$ cat src/rtl/uart_defs.sv
// Shared UART definitions: FSM encoding, frame layout, parity select and bit timing.
package uart_defs;

    typedef enum logic [2:0] {
        ST_IDLE   = 3'd0,
        ST_START  = 3'd1,
        ST_DATA   = 3'd2,
        ST_PARITY = 3'd3,
        ST_STOP   = 3'd4
    } tx_state_t;

    // Frame layout: 1 start, 8 data (LSB first), 1 parity, 1 stop
    localparam int DATA_BITS   = 8;
    localparam int PARITY_BITS = 1;
    localparam int STOP_BITS   = 1;

    // Parity select values for the PARITY parameter
    localparam int PARITY_EVEN = 0;
    localparam int PARITY_ODD  = 1;

    // Transmitter and receiver both derive their bit period from this
    function automatic int calc_clks_per_bit(input int clk_freq, input int baud_rate);
        return clk_freq / baud_rate;
    endfunction

    // Parity bit that makes data plus parity even (odd = 0) or odd (odd = 1)
    function automatic logic parity_of(input logic [DATA_BITS-1:0] data, input logic odd);
        return (^data) ^ odd;
    endfunction

endpackage

$ cat src/rtl/uart_tx_fifo.sv
// Synchronous byte FIFO in front of the transmitter; read data is shown
// combinationally at the head so the FSM can load it on the pop edge.
module uart_tx_fifo #(
    parameter int WIDTH = 8,
    parameter int DEPTH = 4
) (
    input  logic             clk,
    input  logic             reset,
    input  logic             push,
    input  logic             pop,
    input  logic [WIDTH-1:0] data_in,
    output logic [WIDTH-1:0] data_out,
    output logic             full,
    output logic             empty
);

    localparam int PTR_W = $clog2(DEPTH);
    localparam int CNT_W = PTR_W + 1;
    localparam logic [CNT_W-1:0] CNT_FULL = CNT_W'(DEPTH);

    logic [WIDTH-1:0] mem [DEPTH];
    logic [PTR_W-1:0] wr_ptr;
    logic [PTR_W-1:0] rd_ptr;
    logic [CNT_W-1:0] count;
    logic             do_push;
    logic             do_pop;

    // A push on a full FIFO is dropped even when a pop happens on the same edge
    assign full     = (count == CNT_FULL);
    assign empty    = (count == '0);
    assign do_push  = push && !full;
    assign do_pop   = pop && !empty;
    assign data_out = mem[rd_ptr];

    // Storage array: no reset, entries are only meaningful below the count
    always_ff @(posedge clk) begin
        if (do_push) begin
            mem[wr_ptr] <= data_in;
        end
    end

    // Pointers and occupancy; power-of-2 depth lets the pointers wrap naturally
    always_ff @(posedge clk) begin
        if (reset) begin
            wr_ptr <= '0;
            rd_ptr <= '0;
            count  <= '0;
        end else begin
            if (do_push) begin
                wr_ptr <= wr_ptr + PTR_W'(1);
            end
            if (do_pop) begin
                rd_ptr <= rd_ptr + PTR_W'(1);
            end
            case ({do_push, do_pop})
                2'b10:   count <= count + CNT_W'(1);
                2'b01:   count <= count - CNT_W'(1);
                default: count <= count;
            endcase
        end
    end

endmodule

$ cat src/rtl/uart_tx.sv
// UART transmitter: FIFO-buffered bytes sent as start, 8 data LSB first,
// parity and stop bits. Line outputs are registered from the current state,
// so the line trails the FSM state by one cycle.
module uart_tx
    import uart_defs::*;
#(
    parameter int CLK_FREQ   = 6000000,
    parameter int BAUD_RATE  = 9600,
    parameter int PARITY     = 0,
    parameter int FIFO_DEPTH = 4
) (
    input  logic       clk,
    input  logic       reset,
    input  logic [7:0] data_in,
    input  logic       tx_valid,
    output logic       tx_ready,
    output logic       tx,
    output logic       tx_busy,
    output logic       tx_done
);

    localparam int CLKS_PER_BIT = calc_clks_per_bit(CLK_FREQ, BAUD_RATE);
    localparam int CNT_W        = $clog2(CLKS_PER_BIT);
    localparam logic [CNT_W-1:0] CNT_LAST = CNT_W'(CLKS_PER_BIT - 1);
    localparam logic ODD        = (PARITY == PARITY_ODD);

    tx_state_t      state;
    logic [CNT_W-1:0] baud_cnt;
    logic [2:0]     bit_idx;
    logic [7:0]     shift;
    logic           par_bit;
    logic [7:0]     fifo_dout;
    logic           fifo_full;
    logic           fifo_empty;
    logic           fifo_pop;
    logic           bit_end;

    assign tx_ready = !fifo_full;
    assign bit_end  = (baud_cnt == CNT_LAST);
    // Pop whenever the FSM is about to start a frame: from idle, or straight out of a stop bit
    assign fifo_pop = !fifo_empty && ((state == ST_IDLE) || ((state == ST_STOP) && bit_end));

    uart_tx_fifo #(
        .WIDTH (8),
        .DEPTH (FIFO_DEPTH)
    ) u_fifo (
        .clk      (clk),
        .reset    (reset),
        .push     (tx_valid),
        .pop      (fifo_pop),
        .data_in  (data_in),
        .data_out (fifo_dout),
        .full     (fifo_full),
        .empty    (fifo_empty)
    );

    // Frame sequencer with registered line, busy and done outputs
    always_ff @(posedge clk) begin
        if (reset) begin
            state    <= ST_IDLE;
            baud_cnt <= '0;
            bit_idx  <= '0;
            tx       <= 1'b1;
            tx_busy  <= 1'b0;
            tx_done  <= 1'b0;
        end else begin
            tx_done <= 1'b0;
            tx_busy <= (state != ST_IDLE);
            case (state)
                ST_IDLE: begin
                    tx       <= 1'b1;
                    baud_cnt <= '0;
                    if (!fifo_empty) begin
                        shift   <= fifo_dout;
                        par_bit <= parity_of(fifo_dout, ODD);
                        state   <= ST_START;
                    end
                end
                ST_START: begin
                    tx <= 1'b0;
                    if (bit_end) begin
                        baud_cnt <= '0;
                        bit_idx  <= '0;
                        state    <= ST_DATA;
                    end else begin
                        baud_cnt <= baud_cnt + CNT_W'(1);
                    end
                end
                ST_DATA: begin
                    tx <= shift[bit_idx];
                    if (bit_end) begin
                        baud_cnt <= '0;
                        if (bit_idx == 3'd7) begin
                            state <= ST_PARITY;
                        end else begin
                            bit_idx <= bit_idx + 3'd1;
                        end
                    end else begin
                        baud_cnt <= baud_cnt + CNT_W'(1);
                    end
                end
                ST_PARITY: begin
                    tx <= par_bit;
                    if (bit_end) begin
                        baud_cnt <= '0;
                        state    <= ST_STOP;
                    end else begin
                        baud_cnt <= baud_cnt + CNT_W'(1);
                    end
                end
                ST_STOP: begin
                    tx <= 1'b1;
                    if (bit_end) begin
                        tx_done  <= 1'b1;
                        baud_cnt <= '0;
                        if (!fifo_empty) begin
                            shift   <= fifo_dout;
                            par_bit <= parity_of(fifo_dout, ODD);
                            state   <= ST_START;
                        end else begin
                            state <= ST_IDLE;
                        end
                    end else begin
                        baud_cnt <= baud_cnt + CNT_W'(1);
                    end
                end
                default: begin
                    tx       <= 1'b1;
                    baud_cnt <= '0;
                    state    <= ST_IDLE;
                end
            endcase
        end
    end

endmodule

$ cat config.mk
export PLATFORM = sky130hd
export DESIGN_NAME = uart_tx
export DESIGN_NICKNAME = d
export VERILOG_FILES = /design/src/rtl/uart_defs.sv /design/src/rtl/uart_tx_fifo.sv /design/src/rtl/uart_tx.sv
export SDC_FILE = /design/constraint.sdc
export NUM_CORES = 1
export LEC_CHECK = 0
export ABC_AREA = 0
export BUFFER_PORTS_ARGS = -buffer_cell sky130_fd_sc_hd__clkbuf_2
export CORE_MARGIN = 1.5
export CORE_UTILIZATION = 60
export CTS_BUF_LIST = sky130_fd_sc_hd__clkbuf_4 sky130_fd_sc_hd__clkbuf_8
export DETAILED_ROUTE_END_ITERATION = 12
export GPL_ROUTABILITY_DRIVEN = 0
export HOLD_SLACK_MARGIN = 0.05
export PLACE_DENSITY = 0.78
export SLEW_MARGIN = 20
export SYNTH_ARGS = -nofsm -noshare
export SYNTH_HDL_FRONTEND = slang
export SYNTH_SLANG_ARGS = --single-unit
$ cat constraint.sdc
create_clock -name clk -period 4.5 [get_ports clk]
set_clock_uncertainty 0.05 [all_clocks]
set_input_delay 0.45 -clock clk [delete_from_list [all_inputs] [get_ports clk]]
set_output_delay 0.45 -clock clk [all_outputs]
set_load 0.01 [all_outputs]
-- Yosys cells after proc, flatten, opt, wreduce, memory -nomap -nowiden
Memories as Yosys holds them, arrays and structs flattened. A register that Yosys moved wholly into a read port is not among the register bits.
Index checks and enable logic that the tools add are counted.
- magnitude comparators: 1
- $add $sub $neg: 6
- mux-type cells: 27
- bitwise logic cells: 3
- reduce and logical (&&, ||, !) cells: 20
- equal/unequal tests: 16
- operators by type and width (kind ; count):
    3-bit two-way mux ; 9
    8-bit two-way mux ; 2
    8-bit case mux with 2 select lines ; 1
    3-bit case mux with 5 select lines ; 1
    2-bit inequality test, second input constant ; 7
    3-bit case mux with 2 select lines ; 2
    10-bit by 1-bit adder with 10-bit output, second input constant ; 1
    10-bit equality test, second input constant ; 1
    3-bit equality test, second input constant ; 3
    8-bit XOR reduction ; 1
    1-bit two-way mux ; 7
    3-bit by 1-bit adder with 3-bit output, second input constant ; 2
    3-bit by 2-bit equality test with 1-bit output, second input constant ; 2
    3-bit zero test ; 2
    6-bit AND reduction ; 1
    2-bit nonzero test ; 3
    2-bit by 1-bit adder with 2-bit output, second input constant ; 2
    1-bit logical AND ; 4
    3-bit by 4-bit < comparator with 1-bit output, second input constant ; 1
    2-bit two-way mux ; 2
    4-bit AND reduction ; 1
    4-bit OR reduction ; 1
    1-bit binary-select mux with 3-bit select ; 1
    3-bit by 1-bit equality test with 1-bit output, second input constant ; 1
    other kinds (12) ; 15
- register bits: 35
- word-level logic and storage cells: 85
- memory bits (writable): 32
- memories: 1
- input port bits: 11
- output and inout port bits: 4
- memories (name ; words ; bits a word ; rd ports ; clocked after memory_dff ; write ports ; RTL line ; RTL):
    u_fifo.mem ; 4 ; 8 ; 1 ; 1 ; 1 ; uart_tx_fifo.sv:21 ; logic [WIDTH-1:0] mem [DEPTH];

-- Depth between registers and ports, before layout
Gate-level depths: netlist (run 1).
- depth after elaboration: 7
- mapped depth: 11
- depth with buffers taken out: 11

-- Hierarchy
A second synthesis (run 1) with hierarchy kept.
- cells, all modules: 215
- area total of the unflattened synthesis: 2907.8 um2
- by module, submodules not included (module ; cells an instance ; instances ; sequential area each (um2) ; area an instance (um2)):
    uart_tx_fifo ; 96 ; 1 ; 1141.1 ; 1635.3
    uart_tx ; 119 ; 1 ; 650.6 ; 1272.5

-- Least setup slack after synthesis (run 1)
No wires, ideal clock.
- kind: reg2reg
- start: register baud_cnt[0]
- end: register u_fifo.count[2]
- library setup time: 0.071 ns
- period minus slack after synthesis: 2.353 ns
- data arrival time: 2.232 ns
- stages on the path, launching flop included: 12
- path slack: 2.147 ns
- buffers on the path: 0
- cell sequence: dfxtp_1 > inv_1 > ha_1 > nor3b_2 > a31oi_1 > nor2_1 > ha_1 > inv_1 > fa_1 > xor2_1 > or3_1 > a21oi_1
- word-level cells in the longest chain between the ends: 7
- RTL lines (element ; RTL line ; RTL):
    start: declaration ; uart_tx.sv:28 ; logic [CNT_W-1:0] baud_cnt;
    start signal: assignment ; uart_tx.sv:86 ; baud_cnt <= baud_cnt + CNT_W'(1);
    start signal: assignment ; uart_tx.sv:99 ; baud_cnt <= baud_cnt + CNT_W'(1);
    start signal: assignment ; uart_tx.sv:108 ; baud_cnt <= baud_cnt + CNT_W'(1);
    10-bit equality test (*) ; uart_tx.sv:39 ; assign bit_end = (baud_cnt == CNT_LAST);
    1-bit logical AND (*) ; uart_tx.sv:41 ; assign fifo_pop = !fifo_empty && ((state == ST_IDLE) || ((state == ST_STOP) && bit_end));
    1-bit logical OR (*) ; uart_tx.sv:41 ;
    1-bit logical AND (*) ; uart_tx.sv:41 ;
    1-bit logical AND (*) ; uart_tx_fifo.sv:32 ; assign do_pop = pop && !empty;
    named net u_fifo.do_pop ; uart_tx_fifo.sv:26 ; logic do_pop;
    2-bit by 1-bit equality test with 1-bit output / 2-bit equality test (equally long branches) ; uart_tx_fifo.sv:55 ; case ({do_push, do_pop})
    3-bit case mux with 2 select lines / 2-bit nonzero test (equally long branches) ; n/a ;
    end signal: assignment ; uart_tx_fifo.sv:56 ; 2'b10: count <= count + CNT_W'(1);
    end signal: assignment ; uart_tx_fifo.sv:57 ; 2'b01: count <= count - CNT_W'(1);
    end signal: assignment ; uart_tx_fifo.sv:58 ; default: count <= count;
    end: declaration ; uart_tx_fifo.sv:24 ; logic [CNT_W-1:0] count;
Mark *: on every way through the listed nets, which the timed path passes. The rest lies on a longest branch.
A chain may end at the register's enable or synchronous reset.

-- Final worst setup path (run 1)
Same ends and word-level chain as after synthesis.

==> summary.md, run 1 <==
| Metric | Value |
|---|---|
| Status | `finished clean` |
| Core area | `around 4800 um^2` |
| Pleak | `1.19 nW` |
| Sw Ratio | `0.261` |
| CP max FO | `6` |
| Detailed Route WL | `roughly 4500 um` |
| Final core occ | `0.699` |
| Largest family of logic cells by synthesized area | `simple AND/OR/NAND/NOR gates` |
| Synth top area share | `0.410` |
| Relative slew slack | `0.547` |
| Maximum clock rate | `roughly 0.37 GHz` |
| Detailed router's first-iteration violation count | `94` |
| # hold bufs at CTS | `0` |
| Nets | `between 200 and 300` |
| CTS tree | `built` |
| HPWL after DPL | `around 3100 um` |
| Post-CTS sizing | `0` |
| Die height | `between 70 and 80 um` |
| Post-synthesis mux area share | `0.0891` |
| H-Tree Depth | `3` |
| Peak VDD IR | `about 0.36 mV` |
| Area delta synth->final | `11.4%` |
| IO buf count | `14` |
| Drt wl/cell | `about 15 um` |
| CP endpoint kind | `flip-flop` |
| Global-route wire length before repair | `7820 um` |
| Clock transition at the registers of the reported paths | `around 70 ps` |
| Die width | `between 70 and 80 um` |
| Max-Cap Viols | `0` |
| Critical path class | `reg2reg` |
| Asr flop ratio synth | `0` |
| Ports | `15` |
| Adder-Cell Fraction of Synth Area | `0.0441` |
| # setup viols final | `0` |
| Drt first pass iters | `4` |
| Worst-Skew Late Latency | `between 300 and 400 ps` |
| Sequential Power Share | `0.458` |
| Post-CTS Setup Bufs | `0` |
| CP max-delay cell | `fa_1` |
| Syn_area_per_cell | `roughly 14 um^2` |
| Seq/Total Area, Yosys | `0.596` |
| Via Count | `1711` |
| Largest net degree at the start of global routing | `21` |
| Synth Area in Compound Gates | `0.0446` |
| Top-count cell post-synth | `edfxtp_1` |
| Dominant synthesized flop cell | `edfxtp_1` |
| Initial Util | `0.628` |
| CP peak stage delay | `410 ps` |
| Cell Pwr Density | `between 500 and 600 nW/um^2` |
| Worst-margin pin slew | `676 ps` |
| Final Max Slew Viols | `0` |
| CP Launch Type | `flip-flop` |
| # diodes | `0` |
| Synth top cells by count | `edfxtp_1, dfxtp_1, nor2_1` |
| Cell internal pwr | `between 1 and 1.5 mW` |
| Post-synth EDFFs | `between 40 and 50` |
| Top post-synthesis cells by area | `edfxtp_1, dfxtp_1, mux4_1, ha_1, mux4_2` |
| Initial antenna violation count | `0` |
| Synth Area in Simple Gates | `0.130` |
| Total track usage | `0.199` |
| Std-Cell Rows | `25` |
| Hold Crit Class | `in2reg` |
| Final TNS setup | `0 ps` |
| Die area | `about 5400 um^2` |
| Top routing layer in use | `met4` |
| Met3 WL post-DR | `~190 um` |
| Clock Tree Buf Depth | `2` |
| Critical-path cell list | `inv_1, ha_1, nor3b_2, a31oi_1, nor2_1, ha_1, inv_1, fa_1, xor2_1, or3_1, a21oi_1` |
| Mapped Area | `around 3000 um^2` |
| Worst EP required | `between 4000 and 5000 ps` |
| Min cycle time layout | `approximately 2700 ps` |
| Drt drc | `0` |
| Syn Nets | `approximately 240` |
| Grt ovf | `0` |
| Crit share post-route | `0.604` |
| WL met1 | `about 2100 um` |
| Arrival @ worst endpoint | `around 2900 ps` |
| Clock sink total | `around 70` |
| Count of final hold-check violations | `0` |
| RSZ-0062 raised after global routing | `false` |
| Vias in the first global route | `~1700` |
| Final antenna-violating net count | `0` |
| Share of cells above drive strength 1 | `0.178` |
| Switching Power | `around 0.48 mW` |
| Mapped Cells | `220` |
| Xor/xnor share of the synthesized area | `0.0629` |
| Share of total power in the clock network | `0.324` |
| Gate power share | `0.218` |
| Yosys cell types | `between 40 and 50` |
| Yosys warnings | `0` |
| Seq cells post-synth | `between 60 and 70` |
| CTS buffer count | `9` |
| Metal2 WL | `~2200 um` |
| Root Driver | `clkbuf_8` |
| DR vias/cell | `roughly 5.6` |
| Yosys top cell by area | `edfxtp_1` |
power by group through the flow:
stage | clock, mW | combinational [mW] | sequential [mW]
2_1_floorplan | 0 | 0.359 | 0.830
3_3_place_gp | 0 | 0.388 | 0.857
3_5_place_dp | 0 | 0.403 | 0.862
4_1_cts | 0.610 | 0.406 | 0.849
5_1_grt | 0.638 | 0.447 | 0.861
6_report | 0.599 | 0.402 | 0.847
flip-flops by register name, indices dropped and copies added (netlist names), 2 cells and up, named ones only:
signal and cells:
baud_cnt 10, bit_idx 3, shift 8, state 3, u_fifo.count 3, u_fifo.mem 32, u_fifo.rd_ptr 2, u_fifo.wr_ptr 2
layout by cell type (no fill, tap or decap), types with 2 or more instances in the layout:
cell | synthesis | layout
a21oi_1 | 12 | 12
a31oi_1 | 3 | 3
and3_1 | 7 | 7
bufinv_16 | 0 | 3
clkbuf_2 | 0 | 14
clkbuf_8 | 1 | 9
dfxtp_1 | 28 | 28
edfxtp_1 | 41 | 41
ha_1 | 9 | 9
inv_1 | 11 | 11
mux2i_1 | 2 | 2
mux4_1 | 6 | 6
mux4_2 | 4 | 4
nand2_1 | 3 | 3
nand2b_1 | 2 | 2
nand3_1 | 6 | 6
nand4_1 | 5 | 5
nand4b_1 | 2 | 2
nor2_1 | 17 | 17
nor2b_1 | 2 | 2
nor3_1 | 5 | 4
nor3b_1 | 2 | 2
o21ai_0 | 8 | 8
or3_1 | 2 | 2
or4_1 | 2 | 2
xnor2_1 | 6 | 6
xnor2_2 | 3 | 3
xor2_1 | 10 | 10
critical path, delay by kind of cell (launching register included):
family | cells | cell delay, ps
compound gates | 2 | 400
fa+ha+maj | 3 | 740
buf+inv | 2 | 140
simple gates | 3 | 810
flops | 1 | 340
xor+xnor | 1 | 170
path summary, 6_finish.rpt:
path | cells past startpoint | endpoint | startpoint | slack, ps
max | 11 | u_fifo.count[2] | baud_cnt[0] | 1780
min | 1 | u_fifo.mem[0][6] | data_in[6] | 280
max reg2reg | 11 | u_fifo.count[2] | baud_cnt[0] | 1780
min reg2reg | 1 | baud_cnt[0] | baud_cnt[0] | 430
final cells by class:
| type | instances | area [um^2] |
|---|---|---|
| sequential | 69 | 1790 |
| inverter | 11 | 41.3 |
| clock inverter | 6 | 110 |
| tap | 67 | 83.8 |
| multi-input combinational | 131 | 1120 |
| fill | 349 | 1440 |
| timing repair buffer | 14 | 70.1 |
| clock buffer | 10 | 131 |
kinds of logic (layout without fill, tap and decap cells):
family	after synthesis	count (layout)
muxes	12	12
AOI/OAI and AO/OA	25	25
buffers and inverters	20	41
adders and majority gates	10	10
xor gates and xnor gates	19	19
DFF	69	69
and+or+nand+nor	65	65
per-layer routing:
metal  up-vias  track usage
met3        10       0.0617
met1       816        0.259
li1        849            -
met5         -            0
met2        36        0.301
met4         0        0.103
through the flow:
step	power, mW	std cells	worst slack (ps)	hold WS [ps]	area (um^2)
5_1_grt	1.95	308	1590	266	3350
2_1_floorplan	1.19	220	2150	387	3000
3_5_place_dp	1.27	292	1860	415	3100
3_3_place_gp	1.25	292	2020	404	3100
4_1_cts	1.86	308	1840	264	3340
6_report	1.85	308	1780	275	3350
(Power assumes the default switching activity.)
==> inputs of run 2 (changes only) <==
==> constraint.sdc (replaced) <==
create_clock -name clk -period 2.5 [get_ports clk]
set_clock_uncertainty 0.05 [all_clocks]
set_input_delay 0.25 -clock clk [delete_from_list [all_inputs] [get_ports clk]]
set_output_delay 0.25 -clock clk [all_outputs]
set_load 0.01 [all_outputs]
==> run 2 against run 1 <==
Worst hold slack worse by 190 ps. Sequential share of layout area fell by 0.93 points. Largest cell class unchanged. Global-route usage shrank 0.76 points. Register-to-register slack got worse by 1700 ps. Sequential power increased by 78%. Critical path type unchanged. Largest power group unchanged. Clock power is 62% higher.
==> summary.md, run 2 (synthesized netlist as in run 1, its figures left out) <==
| Metric | Value |
|---|---|
| CTS buffer count | `9 (unchanged)` |
| Count of final hold-check violations | `0 (unchanged)` |
| Final antenna-violating net count | `0 (unchanged)` |
| Placed cell area | `3150 um^2 (+1.7%)` |
| Worst-Skew Late Latency | `330 ps (about the same)` |
| Die width | `73.8 um (unchanged)` |
| Final cell count without fillers | `317 (+2.9%)` |
| Min Hold Slack | `87.4 ps (-188 ps)` |
| Initial antenna violation count | `0 (unchanged)` |
| Final core occ | `0.713 (+0.0139)` |
| Detailed Route WL | `4680 um (+3.0%)` |
| Biggest register | `u_fifo.mem` |
| # diodes | `0 (unchanged)` |
| Max-Cap Viols | `0 (unchanged)` |
| Pleak | `1.23 nW (+3.2%)` |
| Global-route wire length before repair | `7620 um (-2.6%)` |
| DR vias/cell | `5.50 (-1.0%)` |
| DP Cell Count | `299 (+2.4%)` |
| Clock transition at the registers of the reported paths | `70 ps (about the same)` |
| Max reg flops | `32 (unchanged)` |
| Relative slew slack | `0.707 (+0.161)` |
| Pre-CTS setup slack | `2.88 ps (-1860 ps)` |
| Cell repeated most along the worst path | `inv_1` |
| Final Cell Area | `3410 um^2 (+2.0%)` |
| Commonest non-fill, non-tap cell in the layout | `edfxtp_1` |
| CP peak stage delay | `430 ps (+20 ps)` |
| IO buf count | `14 (unchanged)` |
| Worst setup endpoint | `u_fifo.count[2]` |
| Via Count | `1743 (+1.9%)` |
| Peak VDD IR | `0.604 mV (+69%)` |
| Critical path class | `reg2reg` |
| Largest net degree at the start of global routing | `21 (unchanged)` |
| Final Max Slew Viols | `0 (unchanged)` |
| Core area | `4790 um^2 (unchanged)` |
| Drt wl/cell | `14.8 um (about the same)` |
| CP Launch Type | `flip-flop` |
| Status | `finished clean` |
| Crit share post-route | `0.957 (+0.354)` |
| Grt ovf | `0 (unchanged)` |
| # hold bufs at CTS | `0 (unchanged)` |
| Arrival @ worst endpoint | `2590 ps (-340 ps)` |
| CP endpoint kind | `flip-flop` |
| Drt first pass iters | `4 (unchanged)` |
| Top Registers | `u_fifo.mem (32), baud_cnt (10), shift (8)` |
| Std-Cell Rows | `25 (unchanged)` |
| Vias in the first global route | `1682 (-1.9%)` |
| Ports | `15 (unchanged)` |
| Critical-path cell list | `or3b_4, and2_1, inv_1, ha_2, inv_1, fa_2, xor2_1, or3_1, a21oi_1` |
| Maximum clock rate | `0.418 GHz (+14%)` |
| R2r setup slk | `110 ps (-1680 ps)` |
| CP max-delay cell | `or3b_4` |
| Worst r2r src | `u_fifo.count[0]` |
| Commonest cells after routing, fill and taps aside | `edfxtp_1, dfxtp_1, nor2_1, clkbuf_2, a21oi_1` |
| H-Tree Depth | `3 (unchanged)` |
| Nets | `266 (+3.5%)` |
| # setup viols final | `0 (unchanged)` |
| Final setup margin | `107 ps (-1680 ps)` |
| Total power | `3.28 mW (+78%)` |
| Hold Crit Class | `in2reg` |
| Drt drc | `0 (unchanged)` |
| Detailed router's first-iteration violation count | `90 (-4.3%)` |
| CP max FO | `6 (unchanged)` |
| Cell Pwr Density | `962 nW/um^2 (+74%)` |
| # fillers | `328 (-6.0%)` |
| Clock Tree Buf Depth | `2 (unchanged)` |
| HPWL after DPL | `3210 um (+2.1%)` |
| Die height | `73.8 um (unchanged)` |
| Share of cells above drive strength 1 | `0.236 (+0.0576)` |
| Die area | `5440 um^2 (unchanged)` |
| Root Driver | `clkbuf_8` |
| Reg2reg end | `u_fifo.count[2]` |
| Area delta synth->final | `13.6%` |
| Total track usage | `0.192 (-0.00760)` |
| Worst-margin pin slew | `438 ps (-238 ps)` |
| Initial Util | `0.628 (unchanged)` |
| Clock sink total | `69 (unchanged)` |
| R2R depth | `9 (-2)` |
| Final TNS setup | `0 ps (unchanged)` |
| Min cycle time layout | `2390 ps (-323 ps)` |
| Worst EP required | `2700 ps (-2010 ps)` |
| CP Launch Point | `u_fifo.count[0]` |
| CTS tree | `built` |
-- run 2: cell count changes in the layout (fill, tap and decap cells not counted), sizes merged --
| cell | before | now |
|---|---|---|
| bufinv | 3 | 2 |
| clkinvlp | 1 | 2 |
| buf | 0 | 9 |
| inv | 12 | 11 |
| clkinv | 1 | 2 |
-- run 2: final cells by class --
cell class                 instances  area (um^2)  share of cell area
sequential                        69         1800               0.526
multi-input combinational        131         1130               0.333
timing repair buffer              23          138              0.0403
clock buffer                      10          131              0.0385
clock inverter                     6         87.6              0.0257
tap                               67         83.8              0.0246
inverter                          11         41.3              0.0121
-- run 2: metal layers --
layer / wire [um] / vias up / track usage
met1: 2180 / 837 / 0.260
met4: 86 / 0 / 0.111
met3: 173 / 10 / 0.0370
met2: 2240 / 31 / 0.288
li1: - / 865 / -
met5: 0 / - / 0
-- run 2: timing repair --
action | in CTS | in global routing
resized for setup | 1 | 8
buffers inserted | 0 | 2
pin swaps | 0 | 3
endpoints found under the setup margin | 1 | 1
cloned | 0 | 0
-- run 2: how the worst min path moves through the flow --
| stage | depth (start not counted) | slack, ps | startpoint | to |
|---|---|---|---|---|
| 2_1_floorplan | 0 | 300 | data_in[0] | u_fifo.mem[0][0] |
| 3_3_place_gp | 1 | 400 | baud_cnt[0] | baud_cnt[0] |
| 3_5_place_dp | 1 | 420 | baud_cnt[0] | baud_cnt[0] |
| 4_1_cts | 1 | 70 | data_in[5] | u_fifo.mem[2][5] |
| 5_1_grt | 1 | 80 | data_in[3] | u_fifo.mem[0][3] |
| 6_report | 1 | 90 | data_in[3] | u_fifo.mem[1][3] |
-- run 2: power by group --
| group | switching (mW) | internal [mW] | total, mW |
|---|---|---|---|
| combinational | 0.389 | 0.409 | 0.798 |
| sequential | 0.0916 | 1.42 | 1.51 |
| clock | 0.401 | 0.571 | 0.972 |
| total | 0.881 | 2.40 | 3.28 |
-- run 2: worst max-delay path: cells and delay by family (launching register included) --
kind                       cells  cell delay [ps]
AOI/OAI and AO/OA              1              140
xor gates and xnor gates       1              150
adders and majority gates      2              520
buffers and inverters          2              140
DFF                            1              350
and+or+nand+nor                3              960
==> inputs of run 3 (changes only) <==
--- a/config.mk
+++ b/config.mk
@@ -9,7 +9,6 @@
 export BUFFER_PORTS_ARGS = -buffer_cell sky130_fd_sc_hd__clkbuf_2
 export CORE_MARGIN = 1.5
 export CORE_UTILIZATION = 60
-export CTS_BUF_LIST = sky130_fd_sc_hd__clkbuf_4 sky130_fd_sc_hd__clkbuf_8
 export DETAILED_ROUTE_END_ITERATION = 12
 export GPL_ROUTABILITY_DRIVEN = 0
 export HOLD_SLACK_MARGIN = 0.05
==> run 3 against run 2 <==
Critical path type unchanged. Flip-flop and latch count stayed put. Largest cell class unchanged. Count of clock-buffer cells in the layout stayed put. Global-route usage is 0.59 points higher. Cell area is 0.11% lower. Clock power is 0.6% lower. First-iteration DRC count is 4.4% higher. Register-to-register slack hardly changed. Final cell count stayed put. Sequential share of layout area is 0.058 points higher. Combinational power is 0.5% higher.
==> summary.md, run 3 (synthesized netlist as in run 1, its figures left out) <==
| Metric | Value |
|---|---|
| Status | `finished clean` |
| Total power | `3.28 mW (about the same)` |
| Total track usage | `0.198 (+0.00589)` |
| Min cycle time layout | `2400 ps (+3.79 ps)` |
| Largest net degree at the start of global routing | `21 (unchanged)` |
| Worst-margin pin slew | `457 ps (+18.7 ps)` |
| Hold Crit Class | `in2reg` |
| Cell repeated most along the worst path | `inv_1` |
| Drt drc | `0 (unchanged)` |
| Final antenna-violating net count | `0 (unchanged)` |
| Peak VDD IR | `0.604 mV (about the same)` |
| Global-route wire length before repair | `7800 um (+2.4%)` |
| Commonest cells after routing, fill and taps aside | `edfxtp_1, dfxtp_1, nor2_1, clkbuf_2, a21oi_1` |
| Final TNS setup | `0 ps (unchanged)` |
| Core area | `4790 um^2 (unchanged)` |
| Commonest non-fill, non-tap cell in the layout | `edfxtp_1` |
| Via Count | `1755 (+0.69%)` |
| CTS tree | `built` |
| H-Tree Depth | `3 (unchanged)` |
| Cell family with most CP delay | `simple AND/OR/NAND/NOR gates` |
| Vias in the first global route | `1714 (+1.9%)` |
| Clock transition at the registers of the reported paths | `70 ps (about the same)` |
| Die height | `73.8 um (unchanged)` |
| # diodes | `0 (unchanged)` |
| CP peak stage delay | `340 ps (-90 ps)` |
| HPWL after DPL | `3210 um (unchanged)` |
| Worst-Skew Late Latency | `330 ps (about the same)` |
| Root Driver | `clkbuf_8` |
| Detailed router's first-iteration violation count | `94 (+4.4%)` |
| Initial Util | `0.628 (unchanged)` |
| Pre-CTS setup slack | `2.88 ps (unchanged)` |
| Critical path class | `reg2reg` |
| Share of cells above drive strength 1 | `0.232 (-0.00400)` |
| Count of final hold-check violations | `0 (unchanged)` |
| DR vias/cell | `5.54 (+0.69%)` |
| Cell Pwr Density | `963 nW/um^2 (+0.14%)` |
| Area delta synth->final | `13.5%` |
| IO buf count | `14 (unchanged)` |
| Final setup margin | `103 ps (-3.79 ps)` |
| Drt first pass iters | `4 (unchanged)` |
| Critical-path cell list | `inv_1, ha_1, nor3b_4, a31oi_2, nor2_2, ha_2, inv_1, fa_2, xor2_1, or3_1, a21oi_1` |
| Worst EP required | `2700 ps (about the same)` |
| Std-Cell Rows | `25 (unchanged)` |
| Ports | `15 (unchanged)` |
| CP endpoint kind | `flip-flop` |
| CP max-delay cell | `dfxtp_2` |
| Crit share post-route | `0.959 (+0.00151)` |
| Pleak | `1.22 nW (-0.28%)` |
| Max-Cap Viols | `0 (unchanged)` |
| Final Max Slew Viols | `0 (unchanged)` |
| CP max FO | `5 (-1)` |
| Die area | `5440 um^2 (unchanged)` |
| Relative slew slack | `0.695 (-0.0125)` |
| CTS buffer count | `9 (unchanged)` |
| # hold bufs at CTS | `0 (unchanged)` |
| Biggest register | `u_fifo.mem` |
| Clock Tree Buf Depth | `2 (unchanged)` |
| Initial antenna violation count | `0 (unchanged)` |
| Top Registers | `u_fifo.mem (32), baud_cnt (10), shift (8)` |
| # fillers | `324 (-1.2%)` |
| Clock sink total | `69 (unchanged)` |
| Arrival @ worst endpoint | `2600 ps (about the same)` |
| Die width | `73.8 um (unchanged)` |
| Buf/Inv on CP | `2 (unchanged)` |
| Detailed Route WL | `4900 um (+4.6%)` |
| Grt ovf | `0 (unchanged)` |
| CP Launch Type | `flip-flop` |
| Maximum clock rate | `0.417 GHz (-0.16%)` |
| Max reg flops | `32 (unchanged)` |
| # setup viols final | `0 (unchanged)` |
| Nets | `266 (unchanged)` |
| Drt wl/cell | `15.5 um (+4.6%)` |
[run 3: final timing paths]
| path | startpoint | to | slack (ps) | cells after the start |
|---|---|---|---|---|
| setup reg to reg | baud_cnt[0] | u_fifo.count[2] | 100 | 11 |
| setup / recovery | baud_cnt[0] | u_fifo.count[2] | 100 | 11 |
| hold reg to reg | baud_cnt[0] | baud_cnt[0] | 400 | 1 |
| hold / removal | data_in[3] | u_fifo.mem[1][3] | 90 | 1 |
[run 3: per-layer routing]
metal | up-vias | track usage | part of all wire
li1 | 864 | - | -
met1 | 844 | 0.264 | 0.46
met2 | 36 | 0.304 | 0.49
met3 | 11 | 0.0370 | 0.027
met4 | 0 | 0.111 | 0.023
met5 | - | 0 | 0
[run 3: report_power, final]
| part | internal (mW) | total [mW] | switching (mW) |
|---|---|---|---|
| sequential | 1.42 | 1.52 | 0.0948 |
| combinational | 0.410 | 0.802 | 0.392 |
| clock | 0.560 | 0.966 | 0.406 |
| total | 2.39 | 3.28 | 0.893 |
[run 3: cell type report]
class	instances	area [um^2]	share of cell area
Clock buffer	10	128	0.0374
Clock inverter	6	87.6	0.0257
Inverter	11	41.3	0.0121
Multi-Input combinational cell	131	1130	0.333
Sequential cell	69	1800	0.527
Tap cell	67	83.8	0.0246
Timing Repair Buffer	23	138	0.0404
[run 3: repair_timing]
item | CTS | global route
pin swaps | 0 | 3
endpoints found under the setup margin | 1 | 1
setup buffers | 0 | 2
resized for setup | 1 | 8
[run 3: stage by stage]
| stage | util | area (um^2) | hold slack, ps | std cells |
|---|---|---|---|---|
| final | 0.712 | 3410 | 87.9 | 317 |
| after global routing | 0.712 | 3410 | 83.2 | 317 |
| after CTS | 0.705 | 3370 | 74.0 | 315 |
| after detailed placement | 0.659 | 3150 | 423 | 299 |
| after global placement | 0.659 | 3150 | 404 | 299 |
| after floorplan | - | 3000 | 299 | 220 |
